File: src/rtl/mem_width_bridge.sv
// Splits each 32-bit core access into two 16-bit RAM transactions (low half first),
// stalling the core until both halves finish or time out.
module mem_width_bridge #(
   parameter int TIMEOUT = 64
) (
   input  logic        clk_i,
   input  logic        rstn_i,
   input  logic        cpu_read_i,
   input  logic        cpu_write_i,
   input  logic [31:0] cpu_addr_i,
   input  logic [31:0] cpu_wdata_i,
   output logic [31:0] cpu_rdata_o,
   output logic        stall_o,
   output logic        err_o,
   output logic        mem_go_o,
   output logic        mem_we_o,
   output logic [25:0] mem_addr_o,
   output logic [15:0] mem_wdata_o,
   input  logic [15:0] mem_rdata_i,
   input  logic        mem_done_i
);

   typedef enum logic [2:0] {
      IDLE     = 3'd0,
      LO_ISSUE = 3'd1,
      LO_WAIT  = 3'd2,
      HI_ISSUE = 3'd3,
      HI_WAIT  = 3'd4,
      DONE     = 3'd5
   } state_t;

   state_t      state_q;
   logic [23:0] hw_addr_q;
   logic [15:0] wdata_hi_q;
   logic        wr_q;
   logic [15:0] cnt_q;
   logic [15:0] cnt_d;
   logic [31:0] rdata_q;
   logic        err_q;
   logic        go_q;
   logic        we_q;
   logic [25:0] maddr_q;
   logic [15:0] mwdata_q;

   logic        req;
   logic        tmo;
   logic [15:0] half_rdata;
   logic        unused_addr_bits;

   assign req              = cpu_read_i | cpu_write_i;
   assign cnt_d            = cnt_q + 16'd1;
   assign tmo              = (cnt_q == 16'(TIMEOUT - 1));
   // A late halfword is treated as complete but contributes zeros.
   assign half_rdata       = mem_done_i ? mem_rdata_i : 16'h0000;
   assign unused_addr_bits = ^{cpu_addr_i[31:26], cpu_addr_i[1:0]};

   assign stall_o     = req && (state_q != DONE);
   assign cpu_rdata_o = rdata_q;
   assign err_o       = err_q;
   assign mem_go_o    = go_q;
   assign mem_we_o    = we_q;
   assign mem_addr_o  = maddr_q;
   assign mem_wdata_o = mwdata_q;

   always_ff @(posedge clk_i or negedge rstn_i) begin
      if (!rstn_i) begin
         state_q    <= IDLE;
         hw_addr_q  <= '0;
         wdata_hi_q <= '0;
         wr_q       <= 1'b0;
         cnt_q      <= '0;
         rdata_q    <= '0;
         err_q      <= 1'b0;
         go_q       <= 1'b0;
         we_q       <= 1'b0;
         maddr_q    <= '0;
         mwdata_q   <= '0;
      end else begin
         case (state_q)
            IDLE: begin
               if (req) begin
                  hw_addr_q  <= cpu_addr_i[25:2];
                  wdata_hi_q <= cpu_wdata_i[31:16];
                  wr_q       <= cpu_write_i;
                  go_q       <= 1'b1;
                  we_q       <= cpu_write_i;
                  maddr_q    <= {1'b0, cpu_addr_i[25:2], 1'b0};
                  mwdata_q   <= cpu_wdata_i[15:0];
                  state_q    <= LO_ISSUE;
               end
            end
            LO_ISSUE: begin
               go_q    <= 1'b0;
               cnt_q   <= '0;
               state_q <= LO_WAIT;
            end
            LO_WAIT: begin
               if (mem_done_i || tmo) begin
                  if (!wr_q) rdata_q[15:0] <= half_rdata;
                  if (!mem_done_i) err_q <= 1'b1;
                  go_q     <= 1'b1;
                  maddr_q  <= {1'b0, hw_addr_q, 1'b1};
                  mwdata_q <= wdata_hi_q;
                  state_q  <= HI_ISSUE;
               end else begin
                  cnt_q <= cnt_d;
               end
            end
            HI_ISSUE: begin
               go_q    <= 1'b0;
               cnt_q   <= '0;
               state_q <= HI_WAIT;
            end
            HI_WAIT: begin
               if (mem_done_i || tmo) begin
                  if (!wr_q) rdata_q[31:16] <= half_rdata;
                  if (!mem_done_i) err_q <= 1'b1;
                  we_q    <= 1'b0;
                  state_q <= DONE;
               end else begin
                  cnt_q <= cnt_d;
               end
            end
            DONE: begin
               state_q <= IDLE;
            end
            default: begin
               state_q <= IDLE;
            end
         endcase
      end
   end

endmodule

File: config.mk
export PLATFORM = sky130hd
export DESIGN_NAME = mem_width_bridge
export DESIGN_NICKNAME = d
export VERILOG_FILES = /design/src/rtl/mem_width_bridge.sv
export SDC_FILE = /design/constraint.sdc
export NUM_CORES = 1
export LEC_CHECK = 0
export ABC_CLOCK_PERIOD_IN_PS = 3450
export BUFFER_PORTS_ARGS = -buffer_cell sky130_fd_sc_hd__buf_2
export CAP_MARGIN = 5
export CORE_MARGIN = 2
export CORE_UTILIZATION = 50
export DETAILED_ROUTE_END_ITERATION = 7
export GPL_TIMING_DRIVEN = 0
export MAX_ROUTING_LAYER = met4
export PLACE_DENSITY = 0.76
export SLEW_MARGIN = 0
export SYNTH_ARGS = -nofsm -noshare
export SYNTH_HDL_FRONTEND = slang
export SYNTH_SLANG_ARGS = --single-unit
File: constraint.sdc
create_clock -name clk_i -period 3.45 [get_ports clk_i]
set_clock_uncertainty 0.2 [all_clocks]
set_input_delay 0.69 -clock clk_i [delete_from_list [all_inputs] [get_ports clk_i]]
set_output_delay 0.69 -clock clk_i [all_outputs]
set_load 0.02 [all_outputs]
# After elaboration in Yosys (flattened, before gate mapping)
# Index checks and enable logic that the tools add are counted.
[word_totals] regBits=137 input_bits=85 out_inout_bits=78 word_cells=63
[classes] n_addsub=1 n_eq_ne=10 muxes=19 bitwise_logic=3 n_reduce_logical=18
[op_table] op="2-to-1 mux 16 bit" count=4
[op_table] op="one-hot mux 16 bit (2 select lines)" count=2
[op_table] op="2-to-1 mux 26 bit" count=2
[op_table] op="one-hot mux 26 bit (2 select lines)" count=1
[op_table] op="AND reduction 3 bit" count=7
[op_table] op="adder 16 x 1 -> 16 bit (second input constant)" count=1
[op_table] op="== test 16 x 6 -> 1 bit (second input constant)" count=1
[op_table] op="one-hot mux 3 bit (5 select lines)" count=1
[op_table] op="2-to-1 mux 3 bit" count=3
[op_table] op="!= test 2 bit (second input constant)" count=4
[op_table] op="== test 3 x 2 -> 1 bit (second input constant)" count=2
[op_table] op="nonzero test 2 bit" count=3
[op_table] op="2-to-1 mux 1 bit" count=4
[op_table] op="AND reduction 2 bit" count=2
[op_table] op="OR reduction 2 bit" count=2
[op_table] op="== test 3 x 1 -> 1 bit (second input constant)" count=1
[op_table] op="== test 3 bit (second input constant)" count=1
[op_table] op="zero test 3 bit" count=1
[op_table] op="!= test 3 bit (second input constant)" count=1
[op_table] op="one-hot mux 1 bit (3 select lines)" count=1
[op_table] op="nonzero test 3 bit" count=1
[op_table] op="inverter 1 bit" count=2
[op_table] op="one-hot mux 1 bit (2 select lines)" count=1
[op_table] op="logical AND 1 bit" count=1
[op_table] op="other kinds (2)" count=2

# Depth between registers and ports, before layout
# Gate-level depths: netlist of run 1.
[logic_depth] depth_word=4 depth_mapped=9 mapped_depth_nobuf=6

# Worst setup path after synthesis of run 1
# No wires, ideal clock.
[synth_path] path_kind="register to register" start="reg cnt_q[0]" end="reg rdata_q[21] (netlist: cpu_rdata_o[21])" setup_time_ns=0.125 arrival_time_ns=2.419 required_ns=3.125 slack_ns=0.707 path_stages_with_launch=8 path_buffers=1 period_less_slack_ns=2.743 cell_sequence="dfrtp_1 > ha_1 > or3b_2 > nor4_1 > nor2_1 > nor3_2 > buf_4 > mux2_2"
[synth_between] elab_chain_len=3
[synth_lines] item="start, declared" line="36" text="logic [15:0] cnt_q;"
[synth_lines] item="start signal, assigned" line="106" text="cnt_q <= cnt_d;"
[synth_lines] item="start signal, assigned" line="121" text="cnt_q <= cnt_d;"
[synth_lines] item="== test 16 x 6 -> 1 bit" line="52" text="assign tmo = (cnt_q == 16'(TIMEOUT - 1));"
[synth_lines] item="logical OR 1 bit" line="115" text="if (mem_done_i || tmo) begin"
[synth_lines] item="AND reduction 3 bit (no line)"
[synth_lines] item="end signal, assigned" line="116" text="if (!wr_q) rdata_q[31:16] <= half_rdata;"
[synth_lines] item="end, declared" line="38" text="logic [31:0] rdata_q;"
# Every way passes these cells.
# A chain may end at the register's enable or synchronous reset.

# Worst setup path after layout of run 1
[layout_path] start="reg cnt_q[0]" end="reg rdata_q[11] (netlist: cpu_rdata_o[11])"
[layout_between] elab_chain_len=3
[layout_lines] item="== test 16 x 6 -> 1 bit" line="52"
[layout_lines] item="logical OR 1 bit" line="98" text="if (mem_done_i || tmo) begin"
[layout_lines] item="AND reduction 3 bit (no line)"
[layout_lines] item="end signal, assigned" line="99" text="if (!wr_q) rdata_q[15:0] <= half_rdata;"
# Every way passes these cells.

==> impl_metrics.json, run 1 <==
{
  "synth_commonest_cells": "dfrtp_1, mux2_2, nand2_1",
  "rows": 40,
  "syn2layout_area_growth_pct": 26.99,
  "crit_type": "flip-flop to flip-flop",
  "max_freq_mhz": 303.6,
  "ys_warn_count": 0,
  "syn-cell-area_sq_mm": 0.006100,
  "cts.sinks": 136,
  "die_area_sq_mm": 0.01310,
  "hpwl_microns": 9490,
  "cellLeakagePower_nw": 3.720,
  "synth_flop_cell": "dfrtp_1",
  "postRouteAntennaNets": 0,
  "tritoncts": "built",
  "ys_types": 47,
  "cts_hold_buf": 0,
  "cp-end-kind": "flip-flop",
  "clock_latency_ns": 0.42,
  "placed_cells_incl_taps": 789,
  "totalWireLength_microns": 13130,
  "multi_input_area_sq_mm": 0.002505,
  "grt_first_pass_wirelength_microns": 21600,
  "worstSetupStartpointType": "flip-flop",
  "ctsResizeCount": 0,
  "setup_violations": 0,
  "outcome": "finished, final reports clean",
  "die_w_microns": 114.5,
  "fin_area_sq_mm": 0.007746,
  "final_nets": 747,
  "nFillCells": 945,
  "drv_slew": 0,
  "syn_avg_cell_area_sq_um": 12.47,
  "numCtsBuffers": 17,
  "drive_above_1_share_pct": 45.99,
  "crit_arrival_ns": 3.39,
  "synth_seq_cells": 136,
  "die_h_microns": 114.5,
  "stdcell_count": 822,
  "syn_inst": 489,
  "antenna_found_initial": 1,
  "design.core.area_sq_mm": 0.01196,
  "clkTransAtPathRegs_ns": 0.05,
  "cts_setup_buffers": 0,
  "synth_top_area_cell": "dfrtp_1",
  "worst_slack_ns": 0.1558,
  "period_share_pct": 95.48,
  "fin_setup_tns_ns": 0,
  "maxCapViolCount": 0,
  "cp_slowest_cell": "or3b_2",
  "vias": 4386,
  "hold_class": "primary input to async pin",
  "postPlaceCellArea_sq_mm": 0.007078,
  "grt_start_max_net_pins": 71,
  "worst_pin_slew_ns": 0.7740,
  "pin_count": 163,
  "synth_top_area_share_pct": 55.79,
  "synth_fp_nets": 575,
  "start_util_pct": 50.99,
  "drc": 0,
  "grt_pass1_vias": 4431,
  "gp_congestion": 0.8168,
  "yosysMostFrequentCell": "dfrtp_1",
  "cp_max_fo": 10,
  "grt.overflow.total": 0,
  "cp.required_ns": 3.55,
  "finalHoldViolations": 0,
  "powerDensity_mw_per_mm2": 1015,
  "slew_headroom_pct": 48.40,
  "timing.final.crit_period_ns": 3.294,
  "synth_edf_count": 0,
  "grt_util_all_layers_pct": 22.01,
  "fin_hold_ws_ns": 0.06560,
  "ys_top_cells_by_area": "dfrtp_1, mux2_2, mux2i_1, o21ai_2, nand2_1",
  "place_ws_ns": 0.1597,
  "cts_root_buffer": "clkbuf_16",
  "crit_path_max_incr_delay_ns": 0.51,
  "peakVddDrop_mv": 0.5626,
  "first_pass_iters": 5,
  "drt_iter0_markers": 182,
  "async_flop_share_pct": 100.0,
  "vias_per_cell": 5.336,
  "portBuffers": 152,
  "crit_chain": "ha_1 > or3b_2 > nor4_1 > nor2_1 > nor4_4 > clkbuf_4 > mux2_2",
  "regArea_sq_mm": 0.003403,
  "wire_per_inst_microns": 15.97,
  "rsz0062_at_grt": "no",
  "clockBufferDepth": 2,
  "ctsHtreeMaxLevel": 4,
  "ys_seq_area_share_pct": 55.79
}
==> power breakdown <==
part	internal (mW)	leakage [nW]	switching (mW)
clock	1.36	0.324	0.647
combinational	1.36	1.69	1.82
sequential	2.31	1.70	0.371
==> area by class of cell <==
class	instances	share of cell area (%)
antenna	1	0.03230
buffer	27	2.342
clock buffer	24	6.348
clock inverter	8	2.132
inverter	5	0.2423
multi-input combinational	321	32.34
sequential	136	43.93
tap	147	2.374
timing repair buffer	153	10.26
==> cells in the final DEF (no fill, tap or decap), types with 3 or more instances in the layout <==
master / count
buf_2: 152
inv_1: 5
dfrtp_1: 136
mux2i_1: 43
o21ai_0: 4
nand2b_1: 3
a311o_1: 3
nor2b_1: 3
xor2_1: 4
clkbuf_16: 17
a21oi_1: 4
or4_1: 4
nor2_1: 16
clkbuf_8: 4
nand3_1: 8
mux2_2: 70
bufinv_16: 5
clkinv_2: 3
xnor2_1: 3
and2_1: 16
nand4_1: 9
o21ai_2: 39
buf_6: 10
clkbuf_1: 17
nand2_1: 58
nor3_1: 5
==> metal layers <==
metal	vias to the layer above	wire length (microns)	track usage [%]
li1	2077	-	-
met1	2124	5547	26.03
met2	162	6455	35.11
met3	23	937	6.988
met4	0	184	8.780
met5	-	0	-
==> flip-flops by register name, indices dropped and copies added (netlist names) <==
signal and count:
wdata_hi_q 16, mem_addr_o 25, mem_go_o 1, state_q 3
mem_we_o 1, cnt_q 16, wr_q 1, err_o 1
cpu_rdata_o 32, mem_wdata_o 16, hw_addr_q 24
==> cell families (layout without fill, tap and decap cells) <==
family / after synthesis / after routing / synth area share (%)
AOI/OAI and AO/OA: 63 / 63 / 8.390
xor gates and xnor gates: 7 / 7 / 1.005
adders and majority gates: 1 / 1 / 0.2051
buffers and inverters: 32 / 217 / 3.241
DFF: 136 / 136 / 55.79
muxes: 115 / 115 / 20.35
other: 1 / 2 / 0.06148
and+or+nand+nor: 134 / 134 / 10.95
==> per-stage QoR <==
stage	total power [mW]	utilization, %
floorplan	4.967	-
global placement	5.789	58.89
detailed placement	5.922	59.17
CTS	7.945	64.67
global route	8.355	64.76
finish	7.863	64.76
==> critical path, delay by kind of cell (launching register included) <==
| kind | cells | cell delay, ns |
|---|---|---|
| fa+ha+maj | 1 | 0.33 |
| mux | 1 | 0.35 |
| simple gates | 4 | 1.50 |
| buf+inv | 1 | 0.36 |
| flops | 1 | 0.44 |
==> worst paths after layout <==
check                                            from                           to  slack (ns)  depth (start not counted)
setup / recovery                 cnt_q[0]$_DFFE_PN0P_  cpu_rdata_o[11]$_DFFE_PN0P_        0.16                          7
hold / removal                                 rstn_i        cnt_q[12]$_DFFE_PN0P_        0.07                          1
setup reg to reg                 cnt_q[0]$_DFFE_PN0P_  cpu_rdata_o[11]$_DFFE_PN0P_        0.16                          7
hold reg to reg            mem_wdata_o[5]$_DFFE_PN0P_   mem_wdata_o[5]$_DFFE_PN0P_        0.27                          2
max in group asynchronous                      rstn_i   mem_wdata_o[1]$_DFFE_PN0P_        2.25                          2
min in group clk_i         mem_wdata_o[5]$_DFFE_PN0P_   mem_wdata_o[5]$_DFFE_PN0P_        0.27                          2
Note: power is estimated with default switching activity, not from simulation.
==> run 2: changes to the inputs <==
--- a/config.mk
+++ b/config.mk
@@ -9,11 +9,12 @@
 export BUFFER_PORTS_ARGS = -buffer_cell sky130_fd_sc_hd__buf_2
 export CAP_MARGIN = 5
 export CORE_MARGIN = 2
-export CORE_UTILIZATION = 50
+export CORE_UTILIZATION = 45
 export DETAILED_ROUTE_END_ITERATION = 7
 export GPL_TIMING_DRIVEN = 0
 export MAX_ROUTING_LAYER = met4
-export PLACE_DENSITY = 0.76
+export PLACE_DENSITY = 0.7
+export SETUP_SLACK_MARGIN = 0.5
 export SLEW_MARGIN = 0
 export SYNTH_ARGS = -nofsm -noshare
 export SYNTH_HDL_FRONTEND = slang
==> run 2 against run 1 <==
  * Final cell count grew 4.0%
  * Total power shrank 2.0%
  * First-iteration DRC count grew 0.55%
  * Sequential power is essentially flat
  * Non-clock buffer count grew 3
==> impl_metrics.json, run 2 (same netlist as run 1, synthesis figures left out) <==
{
  "hold_class": "flip-flop to flip-flop",
  "placed_cells_incl_taps": 818,
  "period_share_pct": 82.69,
  "hpwl_microns": 9726,
  "drc": 0,
  "cts.sinks": 136,
  "met2_usage_pct": 32.52,
  "clkTransAtPathRegs_ns": 0.06,
  "worst_pin_slew_ns": 0.7822,
  "final_nets": 750,
  "max_freq_mhz": 350.5,
  "swShare_pct": 37.16,
  "stdcell_count": 855,
  "worstSetupStartpointType": "flip-flop",
  "vias_per_cell": 5.138,
  "grt_first_pass_wirelength_microns": 22420,
  "grt_start_max_net_pins": 99,
  "top_usage_layer": "met2",
  "layout_commonest_cell": "buf_2",
  "timing.final.crit_period_ns": 2.853,
  "totalWireLength_microns": 13500,
  "ctsHtreeMaxLevel": 4,
  "drt_iter0_markers": 183,
  "outcome": "finished, final reports clean",
  "drive_above_1_share_pct": 46.53,
  "r2r_start": "cnt_q[8]$_DFFE_PN0P_",
  "nFillCells": 1161,
  "drv_slew": 0,
  "die_h_microns": 120.4,
  "rows": 42,
  "crit_start": "cnt_q[8]$_DFFE_PN0P_",
  "syn2layout_area_growth_pct": 27.41,
  "peakVddDrop_mv": 0.5092,
  "cp-end-kind": "flip-flop",
  "min_from": "mem_addr_o[18]$_DFFE_PN0P_",
  "largest_register_ffs": 32,
  "power_mw": 7.701,
  "crit_arrival_ns": 2.95,
  "antenna_found_initial": 2,
  "cp_max_fo": 10,
  "p_sw_mw": 2.862,
  "slew_headroom_pct": 47.86,
  "first_pass_iters": 4,
  "grt_pass1_vias": 4535,
  "grt_util_all_layers_pct": 20.45,
  "p_comb_share_pct": 41.7,
  "clock_latency_ns": 0.41,
  "p_clk_share_pct": 23.4,
  "postRouteAntennaNets": 0,
  "place_ws_ns": 0.1921,
  "clockBufferDepth": 2,
  "setup_violations": 0,
  "cts_root_buffer": "clkbuf_16",
  "vias": 4393,
  "tritoncts": "built",
  "die_area_sq_mm": 0.01450,
  "cp.required_ns": 3.55,
  "finalHoldViolations": 0,
  "powerDensity_mw_per_mm2": 991.0,
  "worst_slack_ns": 0.5973,
  "rsz0062_at_grt": "no",
  "crit_type": "flip-flop to flip-flop",
  "start_util_pct": 46.06,
  "gp_congestion": 0.8728,
  "most-common-layout-cells": "buf_2, dfrtp_1, mux2_2",
  "cellLeakagePower_nw": 3.690,
  "numCtsBuffers": 17,
  "die_w_microns": 120.4,
  "portBuffers": 152,
  "internal-power_mw": 4.840,
  "pin_count": 163,
  "design.core.area_sq_mm": 0.01324,
  "pwr-share-seq_pct": 34.9,
  "wire_per_inst_microns": 15.79,
  "grt.overflow.total": 0,
  "fin_hold_ws_ns": 0.2716,
  "r2r_slack_ns": 0.60,
  "use_met3_pct": 7.075,
  "maxCapViolCount": 0,
  "grt.met1_usage_pct": 24.06
}
-- run 2: cell count changes in the layout (fill, tap and decap cells not counted), sizes merged --
cell	delta
buf	+3
bufinv	-3
clkinvlp	+3
clkinv	-2
clkbuf	+1
diode	+1
dlygate4sd3	+1
-- run 2: path summary, 6_finish.rpt --
check	to	cells after the start
worst max-delay path	mem_wdata_o[15]$_DFFE_PN0P_	8
worst min-delay path	mem_addr_o[18]$_DFFE_PN0P_	2
worst max register to register	mem_wdata_o[15]$_DFFE_PN0P_	8
worst min register to register	mem_addr_o[18]$_DFFE_PN0P_	2
max in group asynchronous	cnt_q[1]$_DFFE_PN0P_	3
min in group asynchronous	hw_addr_q[1]$_DFFE_PN0P_	2
-- run 2: timing repair --
action / 4_1_cts / 5_1_grt
hold buffers: 1 / 0
resized for setup: 3 / 4
buffers inserted: 2 / 0
pin swaps: 2 / 0
hold endpoints to repair: 38 / 0
endpoints found under the setup margin: 46 / 57
-- run 2: cell type report --
type                    instances  area (sq um)  share of cell area [%]
well taps                     176         220.2                   2.834
inverters                       5         18.77                  0.2415
clock buffers                  26         509.2                   6.553
clock inverters                 6         87.58                   1.127
multi-input cells             321          2524                   32.47
flip-flops and latches        136          3406                   43.83
diodes                          2         5.005                 0.06440
plain buffers                  27         181.4                   2.335
repair buffers                156         819.5                   10.55
-- run 2: per-layer routing --
metal,vias to the layer above,part of all wire (%)
met5,-,0
met4,0,1.8
met3,21,7.0
met2,135,50
met1,2159,41
li1,2078,-
-- run 2: power by group through the flow --
stage | logic [mW] | registers [mW] | clock network [mW]
3_5_place_dp | 3.24 | 2.70 | 0
4_1_cts | 3.26 | 2.69 | 1.84
3_3_place_gp | 3.16 | 2.66 | 0
5_1_grt | 3.50 | 2.78 | 1.92
6_report | 3.21 | 2.69 | 1.80
2_1_floorplan | 1.79 | 3.17 | 0
-- run 2: critical path, stage by stage (launching register included) --
cell     delay, ns
dfrtp_1       0.43
or4_1         0.56
or4_1         0.52
buf_2         0.19
a311o_1       0.39
buf_6         0.16
buf_6         0.16
nand2_1       0.07
o21ai_1       0.06
-- run 2: metrics by stage --
step	utilization, %	setup TNS, ns	cell area, sq um
after floorplan	-	0	6100
after detailed placement	53.72	0	7114
after global placement	53.47	-41.03	7081
final	58.68	0	7771
after global routing	58.68	0	7771
after CTS	58.50	0	7747
==> run 3: changes to the inputs <==
--- a/config.mk
+++ b/config.mk
@@ -5,7 +5,7 @@
 export SDC_FILE = /design/constraint.sdc
 export NUM_CORES = 1
 export LEC_CHECK = 0
-export ABC_CLOCK_PERIOD_IN_PS = 3450
+export ABC_CLOCK_PERIOD_IN_PS = 3000
 export BUFFER_PORTS_ARGS = -buffer_cell sky130_fd_sc_hd__buf_2
 export CAP_MARGIN = 5
 export CORE_MARGIN = 2
==> constraint.sdc (replaced) <==
create_clock -name clk_i -period 3 [get_ports clk_i]
set_clock_uncertainty 0.2 [all_clocks]
set_input_delay 0.6 -clock clk_i [delete_from_list [all_inputs] [get_ports clk_i]]
set_output_delay 0.6 -clock clk_i [all_outputs]
set_load 0.02 [all_outputs]
==> run 3 against run 2 <==
  * Total power is 17% higher
  * Worst hold slack got worse by 0.058 ns
  * Largest power group unchanged
  * Critical endpoint is now mem_addr_o[14]$_DFFE_PN0P_
  * Sequential share of layout area is 1.1 points lower
  * Clock-buffer cell count is 1 lower
  * First-iteration DRC count fell by 6.6%
==> impl_metrics.json, run 3 (same netlist as run 1, synthesis figures left out) <==
{
  "fin_hold_ws_ns": 0.2133,
  "totalWireLength_microns": 13970,
  "slew_headroom_pct": 48.42,
  "drc": 0,
  "most-common-layout-cells": "buf_2, dfrtp_1, mux2_2",
  "hpwl_microns": 9882,
  "die_area_sq_mm": 0.01450,
  "first_pass_iters": 4,
  "crit_type": "flip-flop to flip-flop",
  "layout_commonest_cell": "buf_2",
  "antenna_found_initial": 2,
  "vias": 4443,
  "syn2layout_area_growth_pct": 30.79,
  "clock_latency_ns": 0.41,
  "start_util_pct": 46.06,
  "grt_pass1_vias": 4632,
  "largest_register_ffs": 32,
  "cp-end-kind": "flip-flop",
  "fin_area_sq_mm": 0.007978,
  "final_nets": 762,
  "period_share_pct": 90.79,
  "cp_max_fo": 10,
  "grt_util_all_layers_pct": 20.68,
  "cts_root_buffer": "clkbuf_16",
  "drive_above_1_share_pct": 52.69,
  "postPlaceCellArea_sq_mm": 0.007206,
  "crit_chain": "or4_4 > or4_4 > buf_6 > a311o_1 > buf_6 > buf_6 > nand2_1 > o21ai_2",
  "cp.required_ns": 3.10,
  "timing.final.crit_period_ns": 2.724,
  "rsz0062_at_grt": "yes",
  "max_freq_mhz": 367.2,
  "worst_pin_slew_ns": 0.7738,
  "setup_violations": 0,
  "ctsHtreeMaxLevel": 4,
  "peakVddDrop_mv": 0.5257,
  "crit_arrival_ns": 2.83,
  "powerDensity_mw_per_mm2": 1131,
  "grt_first_pass_wirelength_microns": 22600,
  "worst_slack_ns": 0.2764,
  "wire_per_inst_microns": 16.12,
  "crit_path_max_incr_delay_ns": 0.55,
  "worstSetupStartpointType": "flip-flop",
  "postRouteAntennaNets": 0,
  "drt_iter0_markers": 171,
  "pin_count": 163,
  "vias_per_cell": 5.125,
  "cellLeakagePower_nw": 3.795,
  "crit_top_cell": "buf_6",
  "clkTransAtPathRegs_ns": 0.06,
  "design.core.area_sq_mm": 0.01324,
  "utilization_pct": 60.24,
  "portBuffers": 152,
  "path_delay_family": "simple AND/OR/NAND/NOR gates",
  "finalHoldViolations": 0,
  "rows": 42,
  "grt.overflow.total": 0,
  "timing.critical_path.buf_inv": 3,
  "tritoncts": "built",
  "gp_congestion": 0.8922,
  "die_w_microns": 120.4,
  "maxCapViolCount": 0,
  "outcome": "finished, final reports clean",
  "drv_slew": 0,
  "hold_class": "primary input to flip-flop",
  "die_h_microns": 120.4,
  "place_ws_ns": 0.01234,
  "cts.sinks": 136,
  "cp_slowest_cell": "or4_4",
  "grt_start_max_net_pins": 90,
  "numCtsBuffers": 17,
  "clockBufferDepth": 2
}
run 3: changes by cell type in the layout (fill, tap and decap cells not counted), sizes merged:
| cell | delta |
|---|---|
| buf | +13 |
| clkbuf | -2 |
| clkinv | +2 |
| clkinvlp | -1 |
run 3: layer usage:
| layer | GRT usage, % | vias up | wire length [microns] |
|---|---|---|---|
| met3 | 6.274 | 22 | 911 |
| met2 | 33.69 | 132 | 7072 |
| met1 | 24.10 | 2188 | 5734 |
| met4 | 8.140 | 0 | 254 |
| li1 | - | 2101 | - |
| met5 | - | - | 0 |
run 3: worst paths after layout:
kind | start | endpoint | slack [ns] | cells past startpoint
min in group asynchronous | rstn_i | cnt_q[6]$_DFFE_PN0P_ | 0.49 | 2
max | cnt_q[13]$_DFFE_PN0P_ | mem_addr_o[14]$_DFFE_PN0P_ | 0.28 | 8
min reg2reg | mem_wdata_o[14]$_DFFE_PN0P_ | mem_wdata_o[14]$_DFFE_PN0P_ | 0.27 | 2
min | cpu_wdata_i[22] | wdata_hi_q[6]$_DFFE_PN0P_ | 0.21 | 2
max in group asynchronous | rstn_i | cpu_rdata_o[10]$_DFFE_PN0P_ | 1.34 | 3
max reg2reg | cnt_q[13]$_DFFE_PN0P_ | mem_addr_o[14]$_DFFE_PN0P_ | 0.28 | 8
run 3: worst reg2reg max path, cell delays in order, from the launching register on:
cell and delay, ns:
dfrtp_1 0.39, or4_4 0.55, or4_4 0.53, buf_6 0.14
a311o_1 0.36, buf_6 0.17, buf_6 0.15, nand2_1 0.09
o21ai_2 0.05
run 3: stage by stage:
step / setup TNS, ns / std cells / power [mW]
floorplan: 0 / 489 / 5.792
global placement: -89.70 / 817 / 6.762
detailed placement: 0 / 818 / 6.933
CTS: 0 / 859 / 9.061
global route: 0 / 867 / 9.607
finish: 0 / 867 / 9.025
run 3: area by class of cell:
cell class	count	area, sq um
antenna	2	5.005
buffer	27	206.4
clock buffer	25	505.5
clock inverter	7	90.09
fill	1112	5265
inverter	5	18.77
multi-input combinational	321	2616
sequential	136	3406
tap	176	220.2
timing repair buffer	168	909.6
run 3: repair_timing:
item | CTS | global route
resized for setup | 9 | 18
setup buffers | 8 | 5
gates cloned | 0 | 1
endpoints found under the hold margin | 47 | 0
endpoints found under the setup margin | 117 | 117
hold buffers | 1 | 0
pin swaps | 3 | 0
run 3: power breakdown:
part	switching, mW	internal [mW]	total (mW)
clock	0.741	1.33	2.07
combinational	2.19	1.66	3.85
sequential	0.442	2.66	3.10
total	3.38	5.65	9.02
